$ cat src/rtl/lcd_serial_pkg.sv
// Shared types and timing constants for the LCD serial link.
package lcd_serial_pkg;

  localparam int unsigned CLK_HZ           = 50_000_000;
  localparam int unsigned BAUD             = 9600;
  localparam int unsigned CLKS_PER_BIT_DEF = CLK_HZ / BAUD;

  typedef enum logic [2:0] {
    IDLE    = 3'd0,
    START   = 3'd1,
    DATA    = 3'd2,
    STOP    = 3'd3,
    WAIT_HI = 3'd4
  } rx_state_e;

endpackage

$ cat src/rtl/sync2ff.sv
// Two-flop synchronizer for a single asynchronous input bit.
module sync2ff #(
  parameter logic RST_VAL = 1'b1
) (
  input  logic clk_50,
  input  logic rst,
  input  logic d,
  output logic q
);

  logic meta;

  always_ff @(posedge clk_50) begin
    if (rst) begin
      meta <= RST_VAL;
      q    <= RST_VAL;
    end else begin
      meta <= d;
      q    <= meta;
    end
  end

endmodule

$ cat src/rtl/lcd_uart_rx.sv
// 8N1 serial receiver for the LCD link; samples each bit at mid-bit from clk_50.
// Emits one-cycle rx_valid / frame_err strobes per frame.
module lcd_uart_rx
  import lcd_serial_pkg::*;
#(
  parameter int unsigned CLKS_PER_BIT = CLKS_PER_BIT_DEF,
  parameter int unsigned HALF_BIT     = CLKS_PER_BIT / 2
) (
  input  logic       clk_50,
  input  logic       rst,
  input  logic       rx_in,
  output logic [7:0] rx_data,
  output logic       rx_valid,
  output logic       frame_err,
  output logic       busy
);

  localparam int unsigned CNT_W = $clog2(CLKS_PER_BIT);
  localparam logic [CNT_W-1:0] HALF_LAST = CNT_W'(HALF_BIT - 1);
  localparam logic [CNT_W-1:0] BIT_LAST  = CNT_W'(CLKS_PER_BIT - 1);

  logic             rx_s;
  rx_state_e        state, state_nxt;
  logic [CNT_W-1:0] cnt, cnt_nxt;
  logic [2:0]       bit_idx, bit_idx_nxt;
  logic [7:0]       shift, shift_nxt;
  logic [7:0]       data_nxt;
  logic             valid_nxt, ferr_nxt, busy_nxt;

  sync2ff #(.RST_VAL(1'b1)) u_sync (
    .clk_50 (clk_50),
    .rst    (rst),
    .d      (rx_in),
    .q      (rx_s)
  );

  // State and output registers
  always_ff @(posedge clk_50) begin
    if (rst) begin
      state     <= IDLE;
      cnt       <= '0;
      bit_idx   <= '0;
      shift     <= '0;
      rx_data   <= 8'h00;
      rx_valid  <= 1'b0;
      frame_err <= 1'b0;
      busy      <= 1'b0;
    end else begin
      state     <= state_nxt;
      cnt       <= cnt_nxt;
      bit_idx   <= bit_idx_nxt;
      shift     <= shift_nxt;
      rx_data   <= data_nxt;
      rx_valid  <= valid_nxt;
      frame_err <= ferr_nxt;
      busy      <= busy_nxt;
    end
  end

  // Next-state, bit timing and strobe generation
  always_comb begin
    state_nxt   = state;
    cnt_nxt     = cnt;
    bit_idx_nxt = bit_idx;
    shift_nxt   = shift;
    data_nxt    = rx_data;
    valid_nxt   = 1'b0;
    ferr_nxt    = 1'b0;

    case (state)
      IDLE: begin
        cnt_nxt = '0;
        if (!rx_s) begin
          state_nxt   = START;
          bit_idx_nxt = 3'd0;
        end
      end
      START: begin
        if (cnt == HALF_LAST) begin
          cnt_nxt   = '0;
          state_nxt = rx_s ? IDLE : DATA;
        end else begin
          cnt_nxt = cnt + CNT_W'(1);
        end
      end
      DATA: begin
        if (cnt == BIT_LAST) begin
          cnt_nxt     = '0;
          shift_nxt   = {rx_s, shift[7:1]};
          bit_idx_nxt = bit_idx + 3'd1;
          if (bit_idx == 3'd7) state_nxt = STOP;
        end else begin
          cnt_nxt = cnt + CNT_W'(1);
        end
      end
      STOP: begin
        if (cnt == BIT_LAST) begin
          cnt_nxt = '0;
          if (rx_s) begin
            data_nxt  = shift;
            valid_nxt = 1'b1;
            state_nxt = IDLE;
          end else begin
            ferr_nxt  = 1'b1;
            state_nxt = WAIT_HI;
          end
        end else begin
          cnt_nxt = cnt + CNT_W'(1);
        end
      end
      // Line stuck low after a bad stop bit: wait for idle before rearming
      WAIT_HI: begin
        cnt_nxt = '0;
        if (rx_s) state_nxt = IDLE;
      end
      default: begin
        state_nxt = IDLE;
        cnt_nxt   = '0;
      end
    endcase

    busy_nxt = (state_nxt != IDLE);
  end

endmodule

$ cat config.mk
export PLATFORM = sky130hd
export DESIGN_NAME = lcd_uart_rx
export DESIGN_NICKNAME = d
export VERILOG_FILES = /design/src/rtl/lcd_serial_pkg.sv /design/src/rtl/sync2ff.sv /design/src/rtl/lcd_uart_rx.sv
export SDC_FILE = /design/constraint.sdc
export NUM_CORES = 1
export LEC_CHECK = 0
export ABC_AREA = 1
export CORE_MARGIN = 5
export CORE_UTILIZATION = 44
export DETAILED_ROUTE_END_ITERATION = 8
export SYNTH_ARGS = -nofsm -noshare
export SYNTH_HDL_FRONTEND = slang
export SYNTH_SLANG_ARGS = --single-unit
export TNS_END_PERCENT = 20
$ cat constraint.sdc
create_clock -name clk_50 -period 1.6 [get_ports clk_50]
set_input_delay 0.32 -clock clk_50 [delete_from_list [all_inputs] [get_ports clk_50]]
set_output_delay 0.32 -clock clk_50 [all_outputs]
set_load 0.01 [all_outputs]
==> results of run 1 <==
-- layer usage --
layer | global-route usage | wire length (µm)
met1 | 0.1844 | 1719
met2 | 0.2304 | 1418
met3 | 0.05062 | 117
met4 | 0.06762 | 68
met5 | 0 | 0
-- through the flow --
step	instances	cell area, µm²	util	total power, mW
6_report	319	2107	0.5344	1.748
4_1_cts	319	2076	0.5265	1.769
2_1_floorplan	245	1760	-	1.052
3_3_place_gp	311	1982	0.5027	1.070
3_5_place_dp	311	1982	0.5027	1.070
5_1_grt	319	2107	0.5344	1.823
-- cell families after synthesis --
kind of cell | after synthesis | synth area share
compound gates | 28 | 0.07961
xor+xnor | 7 | 0.03483
fa+ha+maj | 3 | 0.02132
buf+inv | 30 | 0.07320
flops | 40 | 0.4549
simple gates | 137 | 0.3362
-- final timing paths --
path / to / slack [ps] / cells after the start / from
max: rx_data[0] / 110 / 1 / rx_data[0]
min: u_sync.q / 410 / 1 / u_sync.meta
max reg2reg: cnt[8] / 140 / 9 / cnt[1]
min reg2reg: u_sync.q / 410 / 1 / u_sync.meta
-- repair_timing --
action / CTS / global route
resized for setup: 0 / 11
endpoints found under the setup margin: 0 / 33
endpoints found under the hold margin: 0 / 0
-- area by class of cell --
cell class                      count  area [µm²]
Tap cell                           50       62.56
Inverter                           24       90.09
Fill cell                         378        1836
Multi-Input combinational cell    175       855.8
Timing Repair Buffer               22       201.4
Clock inverter                      1       7.507
Clock buffer                        7       86.33
Sequential cell                    40       803.3
-- cell usage after synthesis --
cell type and count:
xnor2_1 1, nor2_4 3, inv_2 3, nand3_2 2, nor2_1 67, nand3_1 9, inv_1 21, dfxtp_1 40
buf_2 1, nand4_1 3, nor2_2 1, xor2_1 6, or2_2 2, nand2_2 3, o21ai_0 22, clkbuf_1 3
nand2_1 40, ha_1 3, buf_6 2, a21oi_1 6, nor3_1 7
-- sequential cells by signal (all words and copies together), names as in the netlist --
name	flops
bit_idx	3
busy	1
cnt	13
frame_err	1
rx_data	8
rx_valid	1
shift	8
state	3
u_sync.meta	1
u_sync.q	1
-- power groups by stage --
stage	clock (mW)	sequential [mW]	combinational (mW)
6_report	0.701	1.00	0.0443
5_1_grt	0.770	1.00	0.0508
4_1_cts	0.722	1.00	0.0439
3_5_place_dp	0	1.03	0.0438
3_3_place_gp	0	1.03	0.0441
2_1_floorplan	0	1.03	0.0260
==> flow_summary.yaml, run 1 <==
finish:
  synthToLayoutAreaGrowth_pct: 19.69
  mostFrequentLayoutCells: "nor2_1 (64), nand2_1 (40), dfxtp_1 (38)"
  nets: 274
  antenna_cells: 0
  final_common_cell: "nor2_1"
  drive_gt1_frac: 0.1338
power_and_ir_drop:
  power.switching_uw: 377.5
  p_comb_frac: 0.025
  power_density_nw_per_um2: 829.5
  p_leak_nw: 0.8535
  seqPwrFrac: 0.574
  switching_share: 0.2160
  power.internal_mw: 1.370
  pwr-share-clk: 0.401
  ir_drop_mv: 0.4030
sta:
  tightest_slew_ps: 373.6
  final.setup.worst_slack_ps: 108.3
  tns_ps: 0
  relSlewSlack: 0.7490
  slew_violations: 0
  min_period_over_period: 0.9323
  whs_ps: 411.5
  fmax_ghz: 0.6704
  hold_violations: 0
  min_period_ps: 1492
  rsz0062_at_grt: "yes"
  setup_violations: 0
  fin_worst_skew_ps: 5.948
floorplan:
  fp.dieW_um: 73.26
  core_area_um2: 3943
  initial_core_util: 0.4465
  io_pins: 14
  die_h_um: 73.26
  rows: 23
  dieArea_um2: 5366
clock_tree:
  cts_hold_buf: 0
  cts_tree: "built"
  htreeDepth: 2
  cts_buffers: 5
  root_buffer: "clkbuf_8"
  cts_setup_buffers: 0
  clkLatencyLatePin_ps: 290
  clkSlewWorstSetupHoldPaths_ps: 80
  cts_buffer_depth: 2
  cts.sinks: 40
worst_hold_path:
  hold_class: "flop to flop"
logic_synthesis:
  ys_types: 21
  yosysSeqAreaShare: 0.4549
  avgSynthCellArea_um2: 7.185
  ys_seq_elements: 40
  synthTopCellsByArea: "dfxtp_1 (45%), nor2_1 (14%), nand2_1 (8.5%)"
  netlist_area_um2: 1760
  ys_warn_count: 0
  yosysTopAreaCellShare: 0.4549
  syn_inst: 245
  syn_nets: 251
  synth_top_area_cell: "dfxtp_1"
global_routing:
  grt_pass1_wl_um: 6175
  grt_pass1_vias: 1453
  grt_max_degree: 14
  antenna_found_initial: 0
  track_usage: 0.1483
  grt_overflow: 0
routing:
  routed_wl_um: 3323
  first_pass_iters: 4
  dr_total_vias: 1496
  drcViolationCount: 0
  antenna_left: 0
  drt_iter0_drc: 61
  vias_per_cell: 4.690
  wire_per_inst_um: 10.42
critical_path:
  slowest_delay_ps: 540
  cp_cell_sequence: "clkdlybuf4s50_1"
  crit_path_end_kind: "output port"
  cp.arrival_ps: 1170
  critPathTopFamily: "buffers and inverters"
  path_max_fanout: 2
  worstPathRequired_ps: 1280
  slowest_stage: "clkdlybuf4s50_1"
  path_buf_inv: 1
  path_class: "flop to output port"
  start_kind: "flop"
placed_design:
  pre_cts_slack_ps: 67.09
  gp_congestion: 0.8062
  post-dp-hpwl_um: 2463
  port_buffers: 13
run:
  max-cap-violations: 0
outcome:
  status: "completed"
(Power assumes the default switching activity.)
==> run 2: changes to the inputs <==
--- a/config.mk
+++ b/config.mk
@@ -9,6 +9,7 @@
 export CORE_MARGIN = 5
 export CORE_UTILIZATION = 44
 export DETAILED_ROUTE_END_ITERATION = 8
+export SLEW_MARGIN = 20
 export SYNTH_ARGS = -nofsm -noshare
 export SYNTH_HDL_FRONTEND = slang
 export SYNTH_SLANG_ARGS = --single-unit
==> results of run 2 <==
Final layout, timing and power as in run 1 (identical DEF).
==> run 3: changes to the inputs <==
--- a/config.mk
+++ b/config.mk
@@ -9,6 +9,7 @@
 export CORE_MARGIN = 5
 export CORE_UTILIZATION = 44
 export DETAILED_ROUTE_END_ITERATION = 8
+export HOLD_SLACK_MARGIN = 0.03
 export SLEW_MARGIN = 20
 export SYNTH_ARGS = -nofsm -noshare
 export SYNTH_HDL_FRONTEND = slang
==> results of run 3 <==
Final layout, timing and power as in run 1 (identical DEF).
